[src/rtl/frac_clk_channel.sv]
// Single channel of the fractional clock-enable generator.
// A Bresenham phase accumulator produces a tick whenever acc + inc reaches
// the modulus; clk_out toggles on every tick. A new increment is staged
// by load and only applied on a tick edge, while the channel is disabled,
// or on a sync, so clk_out never emits a partial half-period.
//
// Reprogramming handshake: load is a single-cycle strobe with no ready.
// Every strobe is accepted, and the most recent value wins. pending stays
// high from the load edge until the edge on which that value becomes the
// active increment.
module frac_clk_channel #(
  parameter int INC_W     = 10,
  parameter int MOD       = 1000,
  parameter int INC_RESET = 1,
  parameter int SUM_W     = INC_W + 1
) (
  input  logic             clk_in,
  input  logic             rst,
  input  logic             en,
  input  logic             sync,
  input  logic             load,
  input  logic [INC_W-1:0] inc,
  output logic             tick,
  output logic             clk_out,
  output logic             pending
);

  localparam logic [SUM_W-1:0] MOD_S     = SUM_W'(MOD);
  localparam logic [INC_W-1:0] MOD_V     = INC_W'(MOD);
  localparam logic [INC_W-1:0] INC_RST_V = (INC_RESET > MOD) ? MOD_V : INC_W'(INC_RESET);

  // Increments above the modulus would tick more than once per cycle,
  // which a single-pulse output cannot represent; saturate them.
  function automatic logic [INC_W-1:0] clamp_inc(input logic [INC_W-1:0] v);
    return (v > MOD_V) ? MOD_V : v;
  endfunction

  logic [INC_W-1:0] r_acc;
  logic [INC_W-1:0] r_inc_active;
  logic [INC_W-1:0] r_staged;
  logic             r_pending;
  logic             r_tick;
  logic             r_clk;

  logic [SUM_W-1:0] w_sum;
  logic [INC_W-1:0] w_acc_wrap;
  logic             w_wrap;
  logic             w_tick_now;
  logic             w_apply;

  // The sum is one bit wider than acc, so acc + inc never overflows.
  // The wrapped remainder is below MOD, so the low INC_W bits of the
  // difference are exact.
  assign w_sum      = SUM_W'(r_acc) + SUM_W'(r_inc_active);
  assign w_wrap     = (w_sum >= MOD_S);
  assign w_acc_wrap = w_sum[INC_W-1:0] - MOD_V;
  assign w_tick_now = en & w_wrap;
  assign w_apply    = r_pending & (w_tick_now | ~en);

  // Phase accumulator, tick pulse and square-wave output.
  always_ff @(posedge clk_in) begin
    if (rst || sync) begin
      r_acc  <= '0;
      r_tick <= 1'b0;
      r_clk  <= 1'b0;
    end else if (en) begin
      if (w_wrap) begin
        r_acc  <= w_acc_wrap;
        r_tick <= 1'b1;
        r_clk  <= ~r_clk;
      end else begin
        r_acc  <= w_sum[INC_W-1:0];
        r_tick <= 1'b0;
      end
    end else begin
      r_tick <= 1'b0;
    end
  end

  // Increment staging and glitch-free application; a load in the same
  // edge as an application is staged afterwards and keeps pending set.
  always_ff @(posedge clk_in) begin
    if (rst) begin
      r_inc_active <= INC_RST_V;
      r_staged     <= '0;
      r_pending    <= 1'b0;
    end else begin
      if (sync) begin
        if (r_pending) begin
          r_inc_active <= clamp_inc(r_staged);
        end
        r_pending <= 1'b0;
      end else if (w_apply) begin
        r_inc_active <= clamp_inc(r_staged);
        r_pending    <= 1'b0;
      end
      if (load) begin
        r_staged  <= inc;
        r_pending <= 1'b1;
      end
    end
  end

  assign tick    = r_tick;
  assign clk_out = r_clk;
  assign pending = r_pending;

endmodule

[src/rtl/frac_clk_divider.sv]
// Multi-channel runtime-programmable fractional clock-enable generator.
// Each channel ticks at f_clk_in * inc / MOD and its clk_out runs at half
// the tick rate. sync_i restarts every channel phase-aligned.
module frac_clk_divider #(
  parameter int CHANNELS  = 2,
  parameter int INC_W     = 10,
  parameter int MOD       = 1000,
  parameter int INC_RESET = 1
) (
  input  logic                      clk_in,
  input  logic                      rst,
  input  logic [CHANNELS-1:0]       en,
  input  logic [CHANNELS*INC_W-1:0] inc_i,
  input  logic [CHANNELS-1:0]       load_i,
  input  logic                      sync_i,
  output logic [CHANNELS-1:0]       tick_o,
  output logic [CHANNELS-1:0]       clk_out,
  output logic [CHANNELS-1:0]       pending_o
);

  localparam int SUM_W = INC_W + 1;

  // One independent channel per slice of the packed increment bus.
  for (genvar c = 0; c < CHANNELS; c++) begin : g_ch
    frac_clk_channel #(
      .INC_W     (INC_W),
      .MOD       (MOD),
      .INC_RESET (INC_RESET),
      .SUM_W     (SUM_W)
    ) u_channel (
      .clk_in  (clk_in),
      .rst     (rst),
      .en      (en[c]),
      .sync    (sync_i),
      .load    (load_i[c]),
      .inc     (inc_i[c*INC_W +: INC_W]),
      .tick    (tick_o[c]),
      .clk_out (clk_out[c]),
      .pending (pending_o[c])
    );
  end

endmodule

[config.mk]
export PLATFORM = sky130hd
export DESIGN_NAME = frac_clk_divider
export DESIGN_NICKNAME = d
export VERILOG_FILES = /design/src/rtl/frac_clk_channel.sv /design/src/rtl/frac_clk_divider.sv
export SDC_FILE = /design/constraint.sdc
export NUM_CORES = 1
export LEC_CHECK = 0
export ABC_AREA = 1
export ABC_CLOCK_PERIOD_IN_PS = 3000
export CORE_MARGIN = 1.5
export CORE_UTILIZATION = 57
export DETAILED_ROUTE_END_ITERATION = 6
export GPL_ROUTABILITY_DRIVEN = 0
export PLACE_DENSITY = 0.78
export SLEW_MARGIN = 20
export SYNTH_ARGS = -nofsm -noshare
export SYNTH_HDL_FRONTEND = slang
export SYNTH_SLANG_ARGS = --single-unit
[constraint.sdc]
create_clock -name clk_in -period 3 [get_ports clk_in]
set_input_delay 0.6 -clock clk_in [delete_from_list [all_inputs] [get_ports clk_in]]
set_output_delay 0.6 -clock clk_in [all_outputs]
set_load 0.05 [all_outputs]
Yosys cells after proc, flatten, opt, wreduce, memory -nomap -nowiden
Index checks and enable logic that the tools add are counted.
Word-level totals
  output and inout port bits: 6
  register bits: 66
  word-level logic and storage cells: 61
Operators by class
  $lt $le $gt $ge: 4
  multiplexer cells: 18
  bitwise operators: 10
  reductions and logical operators: 11
  add/sub/neg operators: 4
  equality and inequality tests: 2
Operator list (count)
  $mux 10: 10
  $add 10x10->11: 2
  $ge 11x10->1 const B: 2
  $gt 10x10->1 const B: 2
  $sub 10x10->10 const B: 2
  $mux 1: 8
  $reduce_and 2->1: 4
  $reduce_bool 3->1: 2
  $and 1x1->1: 4
  $ne 2x1->1 const B: 2
  $not 1->1: 4
  $reduce_bool 2->1: 2
  $reduce_or 2->1: 2
  $or 1x1->1: 2
  $logic_or 1x1->1: 1

Longest topological paths before layout
  depth after elaboration: 8
  mapped depth: 19
  depth with buffers taken out: 18

Hierarchy
Synthesis repeated with hierarchy kept, for this count alone.
Unflattened totals
  cell total of the unflattened synthesis: 663
  area, all modules: 4306.6 um^2
By module, submodules not included
  frac_clk_channel at g_ch[1].u_channel: sequential area each 660.6 um^2, instances 1, area an instance 2205.9 um^2, cells each 338
  frac_clk_channel at g_ch[0].u_channel: sequential area each 660.6 um^2, instances 1, area an instance 2100.8 um^2, cells each 325

Least setup slack after synthesis
Ideal clock, no wire load.
  kind: register to register
  start: reg g_ch[1].u_channel.r_inc_active[0]
  end: reg g_ch[1].u_channel.r_clk
  cell stages (with the launch flop): 17
  path buffers: 1
  period minus slack after synthesis: 2.562 ns
  arrival time: 2.442 ns
  setup slack: 0.438 ns
  cells stage by stage: dfxtp_1 -> ha_1 -> fa_1 -> nand3_1 -> nand3_1 -> xor2_1 -> inv_1 -> ha_1 -> inv_1 -> nand2_1 -> nor2_4 -> nand3_4 -> nand2_2 -> buf_4 -> nand2_1 -> o21ai_0 -> a21oi_1
On the way
  word-level cells in the longest chain between the ends: 3
RTL lines
  start: declaration: line frac_clk_channel.sv:39  | logic [INC_W-1:0] r_inc_active;
  start signal: assignment: line frac_clk_channel.sv:90  | r_inc_active <= clamp_inc(r_staged);
  start signal: assignment: line frac_clk_channel.sv:94  | r_inc_active <= clamp_inc(r_staged);
  $add 10x10->11: line frac_clk_channel.sv:54  | assign w_sum = SUM_W'(r_acc) + SUM_W'(r_inc_active);
  $ge 11x10->1: line frac_clk_channel.sv:55  | assign w_wrap = (w_sum >= MOD_S);
  $reduce_and 2->1 (no line)
  end signal: assignment: line frac_clk_channel.sv:70  | r_clk <= ~r_clk;
  end: declaration: line frac_clk_channel.sv:43  | logic r_clk;
Every way passes these cells.
A chain may end at the register's enable or synchronous reset.

Final worst setup path
  start: reg g_ch[1].u_channel.r_inc_active[0]
  end: reg g_ch[1].u_channel.r_acc[3]
On the way
  word-level cells in the longest chain between the ends: 3
RTL lines
  $add 10x10->11 (*): line frac_clk_channel.sv:54
  $sub 10x10->10 or $ge 11x10->1 (tied branches): line frac_clk_channel.sv:56, frac_clk_channel.sv:55
  $mux 10 (*): line frac_clk_channel.sv:67  | if (w_wrap) begin
  end signal: assignment: line frac_clk_channel.sv:68  | r_acc <= w_acc_wrap;
  end signal: assignment: line frac_clk_channel.sv:72  | r_acc <= w_sum[INC_W-1:0];
  end: declaration: line frac_clk_channel.sv:38  | logic [INC_W-1:0] r_acc;
Every way passes the cells marked *; elsewhere a longest branch is shown, timed or not.

==> key figures <==
Drt
  • Routed via count: 3,978
  • Vias/cell: 5.09
  • Routed Antenna Nets: 0
  • DRT Pass-1 Iters: 4
  • 1st-iter DRT viols: 217
  • WL final: 9050 microns
  • DRC errors left: 0
  • Routed len/inst: 11.6 microns

Final layout
  • Multi-input logic area: 0.00245 sq mm
  • Register area: 0.00132 sq mm
  • Final Net Count: 730
  • Layout cells sized above 1: 11.0%
  • Fill count: 692
  • # diodes: 0
  • Synth-to-layout area growth: 12.6%
  • Final core utilization: 66.5%

Floorplanning
  • Row count: 31
  • Chip Height: 89.9 microns
  • Total core area: 0.00729 sq mm
  • Starting Density: 59.1%
  • Io pins: 33
  • Area of the die: 0.00809 sq mm
  • Die width: 89.9 microns

Logic synthesis
  • Post-synthesis cell type count: 35
  • Synth Register Bits: 66
  • Syn Nets: 706
  • Dominant synthesized flop cell: dfxtp_1
  • Post-synth EDFFs: 0
  • Syn Inst Count: 655
  • Synthesized area per cell: 6.58 sq um
  • Synthesized area: 0.00431 sq mm
  • Ys async rst share: 0%
  • Synthesis warning total: 0
  • Register area share after synthesis: 30.7%

Critical path
  • Reg2Reg Depth: 17
  • Reg-to-reg startpoint: g_ch[1].u_channel.r_inc_active[0]$_SDFFE_PP1P_
  • Worst R2R Setup Slack: 0.29 ns
  • Setup crit start kind: flop
  • Critical path class: flop to flop
  • CP required: 3.25 ns
  • Crit-path max FO: 12
  • Crit. End Element: flop
  • Reg2reg end: g_ch[1].u_channel.r_acc[3]$_SDFFE_PP0P_
  • WP data arrival: 2.96 ns

Clock tree
  • CTS max path bufs: 2
  • Worst-Skew Late Latency: 0.34 ns
  • Setup Buffers After CTS: 0
  • CTS tree: done
  • Num CTS Buffers: 9
  • CTS hold repair buffers: 0
  • H-tree lvl count: 3
  • Root Driver: clkbuf_8
  • CTS Sinks: 66
  • Clock Pin Slew Worst Setup and Hold Paths: 0.08 ns

Timing
  • Final critical-path required period: 2.71 ns
  • Setup ws final: 0.288 ns
  • RSZ-0062 raised after global routing: false
  • Setup TNS after final layout: 0 ns
  • Fin crit share: 90.4%
  • Fmax: 369 MHz
  • Max-slew violations: 0
  • Post-Route Skew: 0.00807 ns
  • Slew @ Worst Pin: 0.714 ns
  • Setup Viol. Count Final: 0
  • Final Hold Viols: 0
  • Max_slew headroom: 52.3%

Global routing
  • Vias in the first global route: 3,692
  • Initial antenna violation count: 0
  • GRT Total Usage: 23.2%
  • Largest net degree at the start of global routing: 41
  • GRT overflow: 0
  • First-pass GRT wire length: 15,500 microns

Placed design
  • Post-DP HPWL: 6880 microns
  • Pre-CTS setup slack: 0.255 ns
  • I/O Buffers: 32

Power
  • VDD IR-drop max: 0.319 mV
  • Lkg Pwr: 2.42 nW
  • Overall power: 2.16 mW
  • Cell area power density: 444 mW/mm^2

Hold path
  • HP Start: g_ch[0].u_channel.clk_out$_SDFFE_PP0P_
  • Worst Hold Class: flop to flop
  • Hold EP: g_ch[0].u_channel.clk_out$_SDFFE_PP0P_
  • Hold path depth: 2

Outcome
  • Outcome: finished clean

Run
  • # Max-Cap Violations: 0
-- Yosys cell counts, types with 4 or more instances --
cell / count / area, sq um
inv_1: 101 / 379
nand2_1: 162 / 608
nand4_1: 6 / 37.5
nor2_2: 11 / 68.8
o21ai_0: 33 / 165
nand2_4: 5 / 56.3
buf_4: 7 / 52.6
nand2_2: 15 / 93.8
nand3b_1: 5 / 37.5
inv_2: 4 / 15.0
clkbuf_1: 6 / 22.5
a21oi_1: 43 / 215
nand3_1: 48 / 240
dfxtp_1: 66 / 1320
xor2_1: 4 / 35.0
nor2_1: 73 / 274
nor2_4: 6 / 67.6
ha_1: 22 / 275
nand3_2: 6 / 60.1
-- repair_timing --
item                       in CTS  in global routing
setup endpoints to repair       0                 13
hold endpoints to repair        0                  0
resized for setup               0                  2
-- worst max-delay path, stage by stage (launching register included) --
cell     delay, ns
dfxtp_1       0.32
ha_1          0.25
fa_2          0.38
nand3_1       0.09
nand3_1       0.13
xor2_2        0.22
inv_1         0.08
ha_1          0.18
inv_1         0.08
nand2_1       0.10
nor2_4        0.15
nand3_4       0.11
nand2_2       0.20
nor2_1        0.10
nand2_1       0.07
nand3_1       0.06
nand2_1       0.05
inv_1         0.03
-- worst max-delay path by stage --
stage,startpoint,endpoint
floorplan,g_ch[1].u_channel.r_inc_active[0]$_SDFFE_PP1P_,g_ch[1].u_channel.clk_out$_SDFFE_PP0P_
global placement,g_ch[1].u_channel.r_inc_active[0]$_SDFFE_PP1P_,g_ch[1].u_channel.r_acc[3]$_SDFFE_PP0P_
detailed placement,g_ch[1].u_channel.r_inc_active[0]$_SDFFE_PP1P_,g_ch[1].u_channel.r_acc[3]$_SDFFE_PP0P_
CTS,g_ch[1].u_channel.r_inc_active[0]$_SDFFE_PP1P_,g_ch[1].u_channel.r_acc[3]$_SDFFE_PP0P_
global route,g_ch[1].u_channel.r_inc_active[0]$_SDFFE_PP1P_,g_ch[1].u_channel.r_acc[3]$_SDFFE_PP0P_
finish,g_ch[1].u_channel.r_inc_active[0]$_SDFFE_PP1P_,g_ch[1].u_channel.r_acc[3]$_SDFFE_PP0P_
-- cells by family after synthesis --
| group | share of synthesized area [%] |
|---|---|
| adder cells (fa/ha/maj) | 7.32 |
| AO/OA/AOI/OAI | 10.3 |
| buffers and inverters | 12.8 |
| AND/OR/NAND/NOR | 38.1 |
| XOR/XNOR | 0.813 |
| flip-flops | 30.7 |
-- power breakdown --
group / switching, mW / leakage, nW / internal (mW)
registers: 0.0368 / 0.542 / 0.925
logic: 0.230 / 1.77 / 0.148
clock network: 0.351 / 0.102 / 0.466
-- cell usage in the layout, fill, tap and decap left out, types with 15 or more instances in the layout --
master and instances:
nand2_1 162, inv_1 101, nor2_1 73, dfxtp_1 66
nand3_1 48, a21oi_1 43, o21ai_0 33, clkdlybuf4s50_1 32
ha_1 22, nand2_2 15
-- layer usage --
metal / global-route usage (%) / share of wire, % / up-vias
met1: 29.0 / 46 / 1770
met4: 9.52 / 1.8 / 0
met2: 39.5 / 47 / 85
met3: 3.98 / 5.1 / 14
li1: - / - / 2109
met5: 0 / 0 / -
-- flip-flops by register name, summed over array words and instances, names as in the netlist --
| signal | count |
|---|---|
| g_ch.u_channel.clk_out | 2 |
| g_ch.u_channel.pending | 2 |
| g_ch.u_channel.tick | 2 |
| g_ch.u_channel.r_acc | 20 |
| g_ch.u_channel.r_staged | 20 |
| g_ch.u_channel.r_inc_active | 20 |
-- area by class of cell --
type / instances / area share [%]
clock buffers: 9 / 2.55
clock inverters: 6 / 1.91
multi-input cells: 460 / 50.4
flip-flops and latches: 66 / 27.2
repair buffers: 35 / 7.07
well taps: 99 / 2.55
inverters: 107 / 8.28
-- through the flow --
| step | hold WS (ns) | instance area [sq um] | cells |
|---|---|---|---|
| 3_5_place_dp | 0.451 | 4630 | 767 |
| 4_1_cts | 0.463 | 4840 | 782 |
| 5_1_grt | 0.485 | 4850 | 782 |
| 2_1_floorplan | 0.435 | 4310 | 655 |
| 3_3_place_gp | 0.449 | 4630 | 767 |
| 6_report | 0.462 | 4850 | 782 |
Power figures use the tool's default switching activity.
